### src/rtl/house_score_bcd.sv
// Four house point totals, each with a saturating add/deduct lane, plus a shared
// double-dabble engine that refreshes a per-house BCD cache for the leaderboard.

module house_score_lane #(
   parameter int SCORE_W   = 20,
   parameter int PTS_W     = 8,
   parameter int MAX_SCORE = 999999
) (
   input  logic               clk,
   input  logic               reset,
   input  logic               clear,
   input  logic               upd,
   input  logic               deduct,
   input  logic [PTS_W-1:0]   amt,
   output logic [SCORE_W-1:0] score
);
   localparam logic [SCORE_W:0] MAX_EXT = (SCORE_W+1)'(MAX_SCORE);

   logic [SCORE_W:0] amt_ext, sum, diff;

   // One extra bit keeps the carry/borrow so clamping sees the true result
   assign amt_ext = (SCORE_W+1)'(amt);
   assign sum     = {1'b0, score} + amt_ext;
   assign diff    = {1'b0, score} - amt_ext;

   always_ff @(posedge clk or posedge reset) begin
      if (reset)
         score <= '0;
      else if (clear)
         score <= '0;
      else if (upd) begin
         if (deduct)
            score <= diff[SCORE_W] ? '0 : diff[SCORE_W-1:0];
         else
            score <= (sum > MAX_EXT) ? MAX_EXT[SCORE_W-1:0] : sum[SCORE_W-1:0];
      end
   end
endmodule

module house_score_bcd #(
   parameter int SCORE_W   = 20,
   parameter int PTS_W     = 8,
   parameter int MAX_SCORE = 999999
) (
   input  logic             clk,
   input  logic             reset,
   input  logic             pts_en,
   input  logic [1:0]       pts_house,
   input  logic             pts_deduct,
   input  logic [PTS_W-1:0] pts_amt,
   input  logic             clear_scores,
   input  logic [1:0]       rd_house,
   input  logic [2:0]       rd_digit,
   output logic [3:0]       digit_val,
   output logic             digit_blank,
   output logic [1:0]       leader,
   output logic             busy
);
   localparam int NUM_HOUSES = 4;
   localparam int BCD_W      = 24;
   localparam int CNT_W      = $clog2(SCORE_W + 1);

   typedef enum logic [1:0] {S_IDLE, S_LOAD, S_SHIFT, S_STORE} state_t;

   state_t                                 state, state_nx;
   logic [NUM_HOUSES-1:0][SCORE_W-1:0]     score;
   logic [NUM_HOUSES-1:0][BCD_W-1:0]       cache;
   logic [NUM_HOUSES-1:0]                  dirty, dirty_nx;
   logic [1:0]                             cur, last, pick, pick_idx, best;
   logic                                   pick_vld;
   logic [SCORE_W-1:0]                     bin;
   logic [BCD_W-1:0]                       acc, acc_adj, rd_sel, rd_upper;
   logic [CNT_W-1:0]                       cnt;
   logic [2:0]                             rd_idx;
   logic [3:0]                             val_c;
   logic                                   blank_c;

   for (genvar g = 0; g < NUM_HOUSES; g++) begin : g_lane
      house_score_lane #(
         .SCORE_W   (SCORE_W),
         .PTS_W     (PTS_W),
         .MAX_SCORE (MAX_SCORE)
      ) u_lane (
         .clk    (clk),
         .reset  (reset),
         .clear  (clear_scores),
         .upd    (pts_en && (pts_house == 2'(g))),
         .deduct (pts_deduct),
         .amt    (pts_amt),
         .score  (score[g])
      );
   end

   // Round-robin: nearest dirty house after the last one converted wins
   always_comb begin
      pick     = last + 2'd1;
      pick_vld = 1'b0;
      pick_idx = '0;
      for (int k = NUM_HOUSES; k >= 1; k--) begin
         pick_idx = last + 2'(k);
         if (dirty[pick_idx]) begin
            pick     = pick_idx;
            pick_vld = 1'b1;
         end
      end
   end

   always_comb begin
      state_nx = state;
      case (state)
         S_IDLE:  if (pick_vld) state_nx = S_LOAD;
         S_LOAD:  state_nx = S_SHIFT;
         S_SHIFT: if (cnt == CNT_W'(SCORE_W - 1)) state_nx = S_STORE;
         S_STORE: state_nx = S_IDLE;
         default: state_nx = S_IDLE;
      endcase
      if (clear_scores) state_nx = S_IDLE;
   end

   // An update landing in LOAD re-sets the bit after the clear, forcing a redo
   always_comb begin
      dirty_nx = dirty;
      if (state == S_LOAD) dirty_nx[cur] = 1'b0;
      if (pts_en) dirty_nx[pts_house] = 1'b1;
      if (clear_scores) dirty_nx = '1;
   end

   always_comb begin
      acc_adj = acc;
      for (int n = 0; n < BCD_W / 4; n++)
         if (acc[4*n +: 4] >= 4'd5) acc_adj[4*n +: 4] = acc[4*n +: 4] + 4'd3;
   end

   always_ff @(posedge clk or posedge reset) begin
      if (reset) begin
         state <= S_IDLE;
         dirty <= '0;
         cur   <= '0;
         last  <= 2'd3;
         bin   <= '0;
         acc   <= '0;
         cnt   <= '0;
         cache <= '0;
      end else begin
         state <= state_nx;
         dirty <= dirty_nx;
         case (state)
            S_IDLE: if (pick_vld) cur <= pick;
            S_LOAD: begin
               bin <= score[cur];
               acc <= '0;
               cnt <= '0;
            end
            S_SHIFT: begin
               acc <= {acc_adj[BCD_W-2:0], bin[SCORE_W-1]};
               bin <= bin << 1;
               cnt <= cnt + 1'b1;
            end
            S_STORE: if (!clear_scores) begin
               cache[cur] <= acc;
               last       <= cur;
            end
            default: ;
         endcase
      end
   end

   assign busy = (state != S_IDLE);

   // Blank when every cached digit at or above this position is zero
   always_comb begin
      rd_sel   = cache[rd_house];
      rd_idx   = rd_digit - 3'd1;
      rd_upper = rd_sel >> {rd_idx, 2'b00};
      val_c    = 4'd0;
      blank_c  = 1'b1;
      if (rd_digit != 3'd0 && rd_digit != 3'd7) begin
         val_c   = rd_upper[3:0];
         blank_c = (rd_idx != 3'd0) && (rd_upper == '0);
      end
   end

   always_comb begin
      best = 2'd0;
      for (int k = 1; k < NUM_HOUSES; k++)
         if (score[k] > score[best]) best = 2'(k);
   end

   always_ff @(posedge clk or posedge reset) begin
      if (reset) begin
         digit_val   <= '0;
         digit_blank <= 1'b1;
         leader      <= '0;
      end else begin
         digit_val   <= val_c;
         digit_blank <= blank_c;
         leader      <= best;
      end
   end
endmodule

### config.mk
export PLATFORM = sky130hd
export DESIGN_NAME = house_score_bcd
export DESIGN_NICKNAME = d
export VERILOG_FILES = /design/src/rtl/house_score_bcd.sv
export SDC_FILE = /design/constraint.sdc
export NUM_CORES = 1
export LEC_CHECK = 0
export CORE_ASPECT_RATIO = 1.75
export CORE_MARGIN = 2
export CORE_UTILIZATION = 55
export DETAILED_ROUTE_END_ITERATION = 6
export GPL_TIMING_DRIVEN = 0
export PLACE_DENSITY = 0.74
export SYNTH_ARGS = -nofsm -noshare
export SYNTH_HDL_FRONTEND = slang
export SYNTH_HIERARCHICAL = 1
export SYNTH_SLANG_ARGS = --single-unit
### constraint.sdc
create_clock -name clk -period 14.9 [get_ports clk]
set_input_delay 4.47 -clock clk [delete_from_list [all_inputs] [get_ports clk]]
set_output_delay 4.47 -clock clk [all_outputs]
set_load 0.05 [all_outputs]
==> qor.json <==
{
  "clkSlewWorstSetupHoldPaths_ps": 70,
  "antenna_found_initial": 1,
  "setup_violations": 0,
  "worstHoldPathType": "reg -> reg",
  "gp_congestion": 0.967,
  "pwr_density_cell_nw_per_um2": 118,
  "crit-reg2reg-launch": "g_lane[0].u_lane/score[9]$_DFFE_PP0P_",
  "outcome": "finished clean",
  "totalNegativeSetupSlack_ps": 0,
  "drt_iter0_drc": 908,
  "synth_register_bits": 242,
  "floorplan.die.height_um": 260,
  "tritoncts": "done",
  "mean_cell_area_of_the_mapped_netlist_um2": 9.03,
  "cp_slowest_cell": "clkdlybuf4s50_1",
  "floorplan.initialDensity": 0.558,
  "timing.max_cap.violations": 0,
  "synthesis.nets": 2445,
  "post-route-drc-count": 0,
  "fmax_mhz": 117,
  "syn_to_final_growth_pct": 8.34,
  "combPwrFrac": 0.445,
  "clock_tree.buffer_depth": 3,
  "worstPathCellList": "clkdlybuf4s50_1 -> ha_1 -> inv_1 -> fa_1 -> a211oi_1 -> o21a_1 -> o21bai_1 -> a2111oi_2 -> a21oi_1 -> nand2_1 -> o32ai_1 -> mux2_1",
  "crit-reg2reg-capture": "leader[0]$_DFF_PP0_",
  "placeableCoreArea_um2": 36800,
  "placedInstanceArea_um2": 21400,
  "synth-main-ff-cell": "dfrtp_1",
  "track_usage": 0.350,
  "worst_ep_required_time_ps": 15330,
  "grt_start_max_net_pins": 105,
  "timing.reg2reg.worst_path_depth": 26,
  "syn_inst": 2272,
  "port_buffer_count": 25,
  "postSynth.asyncResetShare": 1.00,
  "numClockSinks": 242,
  "seq_area_frac_synth": 0.295,
  "cts_root_buffer": "clkbuf_16",
  "critical_path_launch_point": "pts_amt[0]",
  "dp_hpwl_mm": 52.0,
  "endpoint_kind": "flip-flop",
  "drive_above_1_share": 0.129,
  "synthTopCellsByArea": "dfrtp_1 (29%), ha_1 (8.8%), mux2_2 (5.9%), nand2_1 (3.8%), a21oi_1 (3.1%)",
  "finish.instance_area_um2": 22200,
  "switchingPower_mw": 1.06,
  "io_pins": 28,
  "first_global_vias": 18946,
  "stdcell_count": 2818,
  "fin_crit_ps": 8530,
  "timing_worst_setup_path_type": "in -> reg",
  "synth.distinct_cells": 88,
  "setup.worst_path.end": "g_lane[2].u_lane/score[13]$_DFFE_PP0P_",
  "finalCritPeriodShare": 0.573,
  "synthesized_cell_area_um2": 20500,
  "seq_power_share": 0.304,
  "report.final.slew_viol_count": 0,
  "vdd.ir_drop.worst_v": 0.000118,
  "net_switching_fraction_of_the_power": 0.404,
  "wirelength_mm": 67.7,
  "viasPerCell": 6.58,
  "fin_skew_ps": 16.1,
  "yosys.area.top_type": "dfrtp_1",
  "final_net_count": 2498,
  "relSlewSlack": 0.324,
  "vias": 18532,
  "design_power_total_mw": 2.63,
  "antenna_left": 0,
  "detail_route.wl_per_cell_um": 24.0,
  "ys_warn_count": 6,
  "dieWidth_um": 150,
  "critPathArrivalTime_ps": 8960,
  "number_of_flops_mapped_to_enable_cells_by_yosys": 0,
  "post_cts_hold_buffer_count": 0,
  "postCtsResizedCells": 0,
  "fp.dieArea_um2": 38900,
  "max_stage_delay_ps": 850,
  "cts_post_setup_buffers_inserted": 0,
  "num_rows": 93,
  "power_frac_clock": 0.251,
  "worst_skew_pair.late_latency_ps": 550,
  "grt_overflow_total": 0,
  "grt_pass1_wl_mm": 105,
  "finalHoldViolCount": 0,
  "cts-buffers-inserted": 25,
  "path_max_fanout": 9,
  "utilization": 0.605,
  "timing.critical_path.from_type": "input port",
  "detail_route.first_pass.iterations": 6,
  "place.detailed.instances": 2773,
  "synth_top_cell_area_share": 0.291,
  "htreeDepth": 1,
  "p_leak_nw": 9.68,
  "tightest_slew_ps": 1010,
  "intPower_mw": 1.57,
  "grt_setup_unrepaired": "no",
  "r2r_setup_slack_ps": 8310
}
[worst max-delay path: cells and delay by family]
kind            cells  cell delay [ps]
compound gates      6             2180
fa+ha+maj           2              720
buf+inv             2              910
mux                 1              300
simple gates        1              380
[state kept, by name (all words and copies together), names as in the netlist]
register,cells
dirty,4
cnt,5
last,2
cur,2
state,2
acc,24
g_lane.u_lane/score,80
digit_val,4
leader,2
bin,20
digit_blank,1
cache,96
[area by class of cell]
cell class / instances / area (µm²)
flip-flops and latches: 242 / 6060
repair buffers: 26 / 273
diodes: 1 / 2.50
clock buffers: 31 / 678
well taps: 475 / 594
clock inverters: 13 / 159
plain buffers: 127 / 679
multi-input cells: 1740 / 13200
inverters: 163 / 617
fillers: 3219 / 14500
[worst min-delay path by stage]
stage,from,endpoint,slack (ps),cells past startpoint
finish,cache[74]$_DFFE_PP0P_,cache[74]$_DFFE_PP0P_,480,2
global placement,cache[74]$_DFFE_PP0P_,cache[74]$_DFFE_PP0P_,460,2
global route,cache[74]$_DFFE_PP0P_,cache[74]$_DFFE_PP0P_,520,2
CTS,cache[74]$_DFFE_PP0P_,cache[74]$_DFFE_PP0P_,480,2
floorplan,cache[72]$_DFFE_PP0P_,cache[72]$_DFFE_PP0P_,440,2
detailed placement,cache[74]$_DFFE_PP0P_,cache[74]$_DFFE_PP0P_,470,2
[layout by cell type, fill, tap and decap left out, drive strengths merged, types with 37 or more instances in the layout]
master / count
inv: 164
mux2i: 52
dfrtp: 239
mux4: 39
nor3: 43
mux2: 112
a31oi: 55
nor2: 172
o211ai: 37
a21oi: 129
nand2: 208
o21ai: 126
clkbuf: 93
ha: 145
nand3: 39
buf: 67
xnor2: 64
[through the flow]
stage	setup WS [ps]	hold slack, ps
after floorplan	6060	442
after global placement	3730	464
after detailed placement	5970	466
after CTS	6540	485
after global routing	6380	516
final	6370	480
[routing by layer]
layer / vias to the layer above / share of wire / GRT usage
li1: 8472 / - / -
met1: 9070 / 0.34 / 0.354
met2: 703 / 0.53 / 0.656
met3: 287 / 0.048 / 0.0415
met4: 0 / 0.079 / 0.241
met5: - / 0 / 0
[power groups by stage]
stage                     registers (mW)  logic, mW  clock network [mW]
final                              0.800       1.17               0.659
after global routing               0.806       1.27               0.696
after CTS                          0.798       1.16               0.671
after detailed placement           0.809       1.15                   0
after global placement             0.807       1.13                   0
after floorplan                    0.792      0.859                   0
[logic make-up (layout without fill, tap and decap cells)]
logic type               Yosys count  after routing  synth area share
AND/OR/NAND/NOR                  678            678             0.163
AO/OA/AOI/OAI                    629            629             0.218
buffers and inverters            290            360            0.0629
flip-flops                       242            242             0.295
multiplexers                     203            203             0.132
adder cells (fa/ha/maj)          153            153            0.0962
XOR/XNOR                          77             77            0.0329
other                              0              1                 0
[synthesized netlist by cell type, drive strengths merged, types with 43 or more instances]
library cell / number
a21oi: 129
a31oi: 55
buf: 65
clkbuf: 62
dfrtp: 239
ha: 145
inv: 163
mux2: 112
mux2i: 52
nand2: 208
nor2: 172
nor3: 43
o21ai: 126
xnor2: 64
(Power assumes the default switching activity.)
